**config.mk**
```make
export PLATFORM = sky130hd
export DESIGN_NAME = pipeline_hazard_ctrl_flat
export DESIGN_NICKNAME = d
export VERILOG_FILES = /design/src/rtl/pipeline_hazard_ctrl_if.sv /design/src/rtl/pipeline_hazard_ctrl.sv /design/src/flat_wrapper.sv
export SDC_FILE = /design/constraint.sdc
export NUM_CORES = 1
export LEC_CHECK = 0
export CAP_MARGIN = 20
export CORE_MARGIN = 10
export CORE_UTILIZATION = 55
export DETAILED_ROUTE_END_ITERATION = 10
export DONT_BUFFER_PORTS = 1
export GPL_ROUTABILITY_DRIVEN = 0
export PLACE_DENSITY = 0.73
export SLEW_MARGIN = 20
export SYNTH_ARGS = -nofsm -noshare
export SYNTH_HDL_FRONTEND = slang
export SYNTH_SLANG_ARGS = --single-unit
```
**constraint.sdc**
```tcl
create_clock -name clk -period 2 [get_ports clk]
set_input_delay 0.6 -clock clk [delete_from_list [all_inputs] [get_ports clk]]
set_output_delay 0.6 -clock clk [all_outputs]
set_load 0.05 [all_outputs]
```
**src/rtl/pipeline_hazard_ctrl_if.sv**
```systemverilog
// Handshake bundle between the hazard controller and the pipeline datapath.
// The slave side is the controller; the master side drives hazard inputs
// and consumes the register enables/flushes.
interface pipeline_hazard_ctrl_if #(
    parameter int REG_W = 3,
    parameter int CNT_W = 16
) ();
    logic [REG_W-1:0] id_src;
    logic [REG_W-1:0] id_dst;
    logic             id_src_used;
    logic             id_dst_used;
    logic [REG_W-1:0] ex_dst;
    logic             ex_mem_read;
    logic             ex_branch_taken;
    logic             mem_req;
    logic             mem_ack;
    logic             cnt_clr;
    logic             pc_en;
    logic             ifid_en;
    logic             ifid_flush;
    logic             idex_en;
    logic             idex_flush;
    logic             exmem_en;
    logic             memwb_flush;
    logic             mem_timeout;
    logic [CNT_W-1:0] stall_cnt;

    modport slave (
        input  id_src, id_dst, id_src_used, id_dst_used, ex_dst, ex_mem_read,
               ex_branch_taken, mem_req, mem_ack, cnt_clr,
        output pc_en, ifid_en, ifid_flush, idex_en, idex_flush, exmem_en,
               memwb_flush, mem_timeout, stall_cnt
    );

    modport master (
        output id_src, id_dst, id_src_used, id_dst_used, ex_dst, ex_mem_read,
               ex_branch_taken, mem_req, mem_ack, cnt_clr,
        input  pc_en, ifid_en, ifid_flush, idex_en, idex_flush, exmem_en,
               memwb_flush, mem_timeout, stall_cnt
    );
endinterface

```
**src/rtl/pipeline_hazard_ctrl.sv**
```systemverilog
// Hazard sequencing controller for a 5-stage pipeline: load-use bubbles,
// taken-branch flushes and multi-cycle data-memory freezes with a watchdog.
// Enables/flushes are combinational from state and inputs; a saturating
// counter tracks cycles in which the PC is held.
module pipeline_hazard_ctrl #(
    parameter int REG_W   = 3,
    parameter int TMO_MAX = 255,
    parameter int CNT_W   = 16
) (
    input logic                   clk,
    input logic                   rst_n,
    pipeline_hazard_ctrl_if.slave bus
);
    localparam logic [1:0]  S_INIT  = 2'd0;
    localparam logic [1:0]  S_RUN   = 2'd1;
    localparam logic [1:0]  S_WAIT  = 2'd2;
    localparam logic [1:0]  S_HALT  = 2'd3;
    localparam logic [15:0] TMO_LIM = 16'(TMO_MAX);

    logic [1:0]       state_q, state_d;
    logic [15:0]      tmo_cnt_q, tmo_cnt_d;
    logic             tmo_q, tmo_d;
    logic [CNT_W-1:0] cnt_q, cnt_d;

    logic [REG_W-1:0] id_src, id_dst, ex_dst;
    logic             load_use;
    logic             apply_rules;
    logic             pc_en, ifid_en, ifid_flush, idex_en, idex_flush;
    logic             exmem_en, memwb_flush;

    assign id_src = bus.id_src;
    assign id_dst = bus.id_dst;
    assign ex_dst = bus.ex_dst;

    // A load in EX whose destination is an operand of the ID instruction.
    assign load_use = bus.ex_mem_read &
                      ((bus.id_src_used & (id_src == ex_dst)) |
                       (bus.id_dst_used & (id_dst == ex_dst)));

    // Next-state, watchdog and pipeline-control decode.
    always_comb begin
        state_d     = state_q;
        tmo_cnt_d   = tmo_cnt_q;
        tmo_d       = tmo_q;
        apply_rules = 1'b0;
        pc_en       = 1'b1;
        ifid_en     = 1'b1;
        idex_en     = 1'b1;
        exmem_en    = 1'b1;
        ifid_flush  = 1'b0;
        idex_flush  = 1'b0;
        memwb_flush = 1'b0;
        case (state_q)
            S_INIT: begin
                {pc_en, ifid_en, idex_en, exmem_en}     = 4'b0000;
                {ifid_flush, idex_flush, memwb_flush}   = 3'b111;
                state_d = S_RUN;
            end
            S_RUN: begin
                if (bus.mem_req && !bus.mem_ack) begin
                    {pc_en, ifid_en, idex_en, exmem_en} = 4'b0000;
                    memwb_flush = 1'b1;
                    tmo_cnt_d   = 16'd1;
                    state_d     = S_WAIT;
                end else begin
                    apply_rules = 1'b1;
                end
            end
            S_WAIT: begin
                if (!bus.mem_ack) begin
                    {pc_en, ifid_en, idex_en, exmem_en} = 4'b0000;
                    memwb_flush = 1'b1;
                    tmo_cnt_d   = tmo_cnt_q + 16'd1;
                    if (tmo_cnt_q == TMO_LIM) begin
                        tmo_d   = 1'b1;
                        state_d = S_HALT;
                    end
                end else begin
                    // Branch/load-use inputs held during the wait resolve now.
                    apply_rules = 1'b1;
                    state_d     = S_RUN;
                end
            end
            default: begin
                {pc_en, ifid_en, idex_en, exmem_en} = 4'b0000;
                memwb_flush = 1'b1;
            end
        endcase
        if (apply_rules) begin
            if (bus.ex_branch_taken) begin
                ifid_flush = 1'b1;
                idex_flush = 1'b1;
            end else if (load_use) begin
                pc_en      = 1'b0;
                ifid_en    = 1'b0;
                idex_flush = 1'b1;
            end
        end
    end

    // Stall counter: saturating, clear wins, reset cycle not counted.
    always_comb begin
        cnt_d = cnt_q;
        if ((state_q != S_INIT) && !pc_en && (cnt_q != '1))
            cnt_d = cnt_q + 1'b1;
        if (bus.cnt_clr)
            cnt_d = '0;
    end

    // State and counter registers with asynchronous reset.
    always_ff @(posedge clk or negedge rst_n) begin
        if (!rst_n) begin
            state_q   <= S_INIT;
            tmo_cnt_q <= '0;
            tmo_q     <= 1'b0;
            cnt_q     <= '0;
        end else begin
            state_q   <= state_d;
            tmo_cnt_q <= tmo_cnt_d;
            tmo_q     <= tmo_d;
            cnt_q     <= cnt_d;
        end
    end

    assign bus.pc_en       = pc_en;
    assign bus.ifid_en     = ifid_en;
    assign bus.ifid_flush  = ifid_flush;
    assign bus.idex_en     = idex_en;
    assign bus.idex_flush  = idex_flush;
    assign bus.exmem_en    = exmem_en;
    assign bus.memwb_flush = memwb_flush;
    assign bus.mem_timeout = tmo_q;
    assign bus.stall_cnt   = cnt_q;
endmodule

```
**src/flat_wrapper.sv**
```systemverilog
// flat-port wrapper written by rule: the top's interface ports become plain ports
module pipeline_hazard_ctrl_flat 
#(
    parameter int REG_W   = 3,
    parameter int TMO_MAX = 255,
    parameter int CNT_W   = 16
)
  (clk, rst_n, bus_id_src, bus_id_dst, bus_id_src_used, bus_id_dst_used, bus_ex_dst, bus_ex_mem_read, bus_ex_branch_taken, bus_mem_req, bus_mem_ack, bus_cnt_clr, bus_pc_en, bus_ifid_en, bus_ifid_flush, bus_idex_en, bus_idex_flush, bus_exmem_en, bus_memwb_flush, bus_mem_timeout, bus_stall_cnt);
  pipeline_hazard_ctrl_if #(.REG_W(REG_W), .CNT_W(CNT_W)) bus_i ();
  input logic clk;
  input logic rst_n;
  input wire logic [$bits(bus_i.id_src)-1:0] bus_id_src;
  input wire logic [$bits(bus_i.id_dst)-1:0] bus_id_dst;
  input wire logic [$bits(bus_i.id_src_used)-1:0] bus_id_src_used;
  input wire logic [$bits(bus_i.id_dst_used)-1:0] bus_id_dst_used;
  input wire logic [$bits(bus_i.ex_dst)-1:0] bus_ex_dst;
  input wire logic [$bits(bus_i.ex_mem_read)-1:0] bus_ex_mem_read;
  input wire logic [$bits(bus_i.ex_branch_taken)-1:0] bus_ex_branch_taken;
  input wire logic [$bits(bus_i.mem_req)-1:0] bus_mem_req;
  input wire logic [$bits(bus_i.mem_ack)-1:0] bus_mem_ack;
  input wire logic [$bits(bus_i.cnt_clr)-1:0] bus_cnt_clr;
  output wire logic [$bits(bus_i.pc_en)-1:0] bus_pc_en;
  output wire logic [$bits(bus_i.ifid_en)-1:0] bus_ifid_en;
  output wire logic [$bits(bus_i.ifid_flush)-1:0] bus_ifid_flush;
  output wire logic [$bits(bus_i.idex_en)-1:0] bus_idex_en;
  output wire logic [$bits(bus_i.idex_flush)-1:0] bus_idex_flush;
  output wire logic [$bits(bus_i.exmem_en)-1:0] bus_exmem_en;
  output wire logic [$bits(bus_i.memwb_flush)-1:0] bus_memwb_flush;
  output wire logic [$bits(bus_i.mem_timeout)-1:0] bus_mem_timeout;
  output wire logic [$bits(bus_i.stall_cnt)-1:0] bus_stall_cnt;
  assign bus_i.id_src = bus_id_src;
  assign bus_i.id_dst = bus_id_dst;
  assign bus_i.id_src_used = bus_id_src_used;
  assign bus_i.id_dst_used = bus_id_dst_used;
  assign bus_i.ex_dst = bus_ex_dst;
  assign bus_i.ex_mem_read = bus_ex_mem_read;
  assign bus_i.ex_branch_taken = bus_ex_branch_taken;
  assign bus_i.mem_req = bus_mem_req;
  assign bus_i.mem_ack = bus_mem_ack;
  assign bus_i.cnt_clr = bus_cnt_clr;
  assign bus_pc_en = bus_i.pc_en;
  assign bus_ifid_en = bus_i.ifid_en;
  assign bus_ifid_flush = bus_i.ifid_flush;
  assign bus_idex_en = bus_i.idex_en;
  assign bus_idex_flush = bus_i.idex_flush;
  assign bus_exmem_en = bus_i.exmem_en;
  assign bus_memwb_flush = bus_i.memwb_flush;
  assign bus_mem_timeout = bus_i.mem_timeout;
  assign bus_stall_cnt = bus_i.stall_cnt;
  pipeline_hazard_ctrl #(.REG_W(REG_W), .TMO_MAX(TMO_MAX), .CNT_W(CNT_W)) u_core (.clk(clk), .rst_n(rst_n), .bus(bus_i));
endmodule
```
==> results.toml <==
[setup_path]
crit_fanout = 3
crit_path_top_delay_cell = "dfrtp_1"
start_kind = "flip-flop"
worstReg2RegStart = "u_core.state_q[0]$_DFFE_PN0P_"
rr_worst_depth = 10
crit_buf_inv = 3
critPathKind = "reg2out"
max_stage_delay_ns = 0.42
regToRegSetupSlack_ns = -0.46
path_cells = "inv_2 -> ha_2 -> o2111a_1 -> nor3_4 -> inv_2 -> a31o_4 -> buf_12"
cp_data_required_time_ns = 1.40
crit_top_cell = "inv_2"
end_kind = "output port"
critPathArrivalTime_ns = 1.93
crit_family = "compound AO/OA/AOI/OAI gates"
r2r-end = "u_core.bus.stall_cnt[15]$_DFFE_PN0P_"
worst-path-stages = 7

[power]
vdd.ir_drop.worst_mv = 1.63
cellLeakagePower_nw = 1.41
powerDensity_mw_per_mm2 = 1470

[drt]
wl_um = 8970
wl_per_cell_um = 25.2
route.met2.wl_um = 4160
first_iter_violations = 574
postRouteAntennaNets = 0
wl_met1_um = 3120
num_vias = 2545
first_pass_iters = 6
routed.top_layer = "met4"
viasPerCell = 7.15
route.met3.wl_um = 1280
drc_errors = 0

[run_status]
violations = "setup timing"
status = "finished, violations left"

[global_routing]
grt_pass1_wl_um = 11100
first_global_vias = 2210
grt_max_degree = 36
gr-total-overflow = 0
grtUsageTotal = 0.189
antenna_found_initial = 0

[die]
rows = 22
dieWidth_um = 83.0
die_h_um = 83.0
start_util = 0.584
ios = 42
core-area_mm2 = 0.00374
dieArea_mm2 = 0.00690

[synth]
ys_warn_count = 0
synth_compound_area_frac = 0.169
synth_mux_area_frac = 0.0343
synth-seq-area-share = 0.401
synth-simple-area-share = 0.274
synth_top_family_by_area = "simple AND/OR/NAND/NOR gates"
netlist_instances = 244
syn-num-nets = 269
postSynth.asyncResetShare = 1.00
synth_edf_count = 0
yosysUniqueCellTypes = 42
synth_seq_cells = 35
syn_area_mm2 = 0.00219
avgSynthCellArea_um2 = 8.96
synth_xor_area_frac = 0.0441
ys.flop_type = "dfrtp_1"
synth_adder_area_share = 0.0401

[final_layout]
drive_gt1_frac = 0.399
post-route-util = 0.866
n_antenna_cell = 0
layout_commonest_cell = "buf_4"
synthToLayoutAreaGrowth_pct = 48.3
fillers = 167
nNetsFinal = 332
most-common-layout-cells = "45 x buf_4, 35 x dfrtp_1, 25 x nand2_1"

[timing]
fin_worst_skew_ns = 0.00576
rsz0062_at_grt = "yes"
drv_slew = 0
finalCritPeriodShare = 1.27
slew_headroom = 0.668
tightestPinTransition_ns = 0.498
setup_viol = 31
hold_viol_final = 0
fmax_ghz = 0.395
period_needed_ns = 2.53
setup_slack_ns = -0.532

[clocking]
cts_tree = "yes"
cts.clk_slew.worst_paths_ns = 0.08
h-tree-depth = 2
clk_path_buf_depth = 2
cts_root_buffer = "clkbuf_8"
insertion_delay_ns = 0.29
cts_sinks = 35
cts-buffers-inserted = 5

[placed_design]
dp_hpwl_um = 3990
io_buffers = 0
pre_cts_ws_ns = -0.317

[flow_run]
maxCapViolCount = 0

[hold_path]
hold_path_class = "in2async"
per-layer routing:
layer  vias to the layer above  GRT usage
met3                        62     0.0801
met5                         -          0
li1                       1032          -
met4                         0     0.0615
met1                      1180      0.220
met2                       271      0.304
synthesized netlist by cell type (all sizes together) (2+ instances only):
| library cell | n | area share |
|---|---|---|
| o21ai | 12 | 0.027 |
| o21a | 2 | 0.0069 |
| inv | 5 | 0.0086 |
| dfrtp | 35 | 0.40 |
| nor3 | 5 | 0.014 |
| or2 | 2 | 0.0057 |
| or4 | 10 | 0.034 |
| and3 | 8 | 0.023 |
| a31oi | 3 | 0.0086 |
| nand4 | 7 | 0.020 |
| xnor2 | 8 | 0.032 |
| xor2 | 3 | 0.012 |
| nand2b | 6 | 0.017 |
| ha | 7 | 0.040 |
| nor2b | 4 | 0.011 |
| a21oi | 12 | 0.027 |
| nand3 | 17 | 0.039 |
| nand2 | 26 | 0.045 |
| o41ai | 2 | 0.0080 |
| and2 | 3 | 0.0086 |
| mux2 | 4 | 0.021 |
| nor4 | 7 | 0.020 |
| mux2i | 3 | 0.014 |
| o31ai | 16 | 0.057 |
| nor2 | 14 | 0.024 |
| a21o | 2 | 0.0069 |
| buf | 6 | 0.019 |
| clkbuf | 6 | 0.010 |
power breakdown:
group	leakage [nW]	switching, mW	total [mW]	internal [mW]
Clock	0.0422	0.270	0.515	0.245
Sequential	0.480	0.0580	0.821	0.763
Combinational	0.891	1.82	3.44	1.62
Total	1.41	2.15	4.78	2.63
how the worst max path moves through the flow:
stage	startpoint	endpoint	slack, ns
floorplan	u_core.state_q[0]$_DFFE_PN0P_	bus_pc_en	-0.30
global placement	u_core.state_q[0]$_DFFE_PN0P_	bus_idex_flush	-0.23
detailed placement	u_core.state_q[0]$_DFFE_PN0P_	u_core.bus.stall_cnt[14]$_DFFE_PN0P_	-0.32
CTS	u_core.state_q[0]$_DFFE_PN0P_	bus_idex_flush	-0.46
global route	u_core.state_q[0]$_DFFE_PN0P_	bus_idex_flush	-0.59
finish	u_core.state_q[0]$_DFFE_PN0P_	bus_idex_flush	-0.53
logic make-up after synthesis:
kind of cell,after synthesis
simple gates,112
compound gates,55
flops,35
buf+inv,17
xor+xnor,11
mux,7
fa+ha+maj,7
worst register-to-register path, cell delays in order (launching register included):
cell      delay (ns)
dfrtp_1         0.42
inv_2           0.09
ha_2            0.21
buf_4           0.15
o21ai_4         0.18
a21boi_4        0.11
buf_4           0.15
o211a_4         0.18
buf_12          0.16
or4_1           0.54
a21oi_1         0.19
stage by stage:
| stage | hold WS [ns] | instance area [um2] | setup TNS (ns) | power (mW) | cells |
|---|---|---|---|---|---|
| CTS | 0.144 | 3020 | -5.99 | 4.10 | 345 |
| global placement | 0.306 | 2630 | -3.14 | 2.98 | 322 |
| detailed placement | 0.306 | 2630 | -4.15 | 3.01 | 322 |
| floorplan | 0.304 | 2240 | -3.94 | 2.19 | 244 |
| global route | 0.140 | 3240 | -10.46 | 4.91 | 356 |
| finish | 0.139 | 3240 | -9.06 | 4.78 | 356 |
final cells by class:
| cell class | count | area (um2) | area share |
|---|---|---|---|
| repair buffers | 68 | 678 | 0.209 |
| clock inverters | 1 | 5.00 | 0.00154 |
| clock buffers | 7 | 76.3 | 0.0235 |
| inverters | 5 | 18.8 | 0.00579 |
| well taps | 48 | 60.1 | 0.0185 |
| multi-input cells | 192 | 1530 | 0.471 |
| flip-flops and latches | 35 | 876 | 0.270 |
registers in the layout, summed over array words and instances (netlist names):
signal / count
u_core.bus.stall_cnt: 16
u_core.bus.mem_timeout: 1
u_core.state_q: 2
u_core.tmo_cnt_q: 16
what timing repair did:
item | in CTS | in global routing
hold buffers | 1 | 0
endpoints found under the hold margin | 35 | 0
gates cloned | 1 | 2
resized for setup | 38 | 28
buffers inserted | 13 | 11
endpoints found under the setup margin | 27 | 38
pin swaps | 24 | 10
Power figures use the tool's default switching activity.
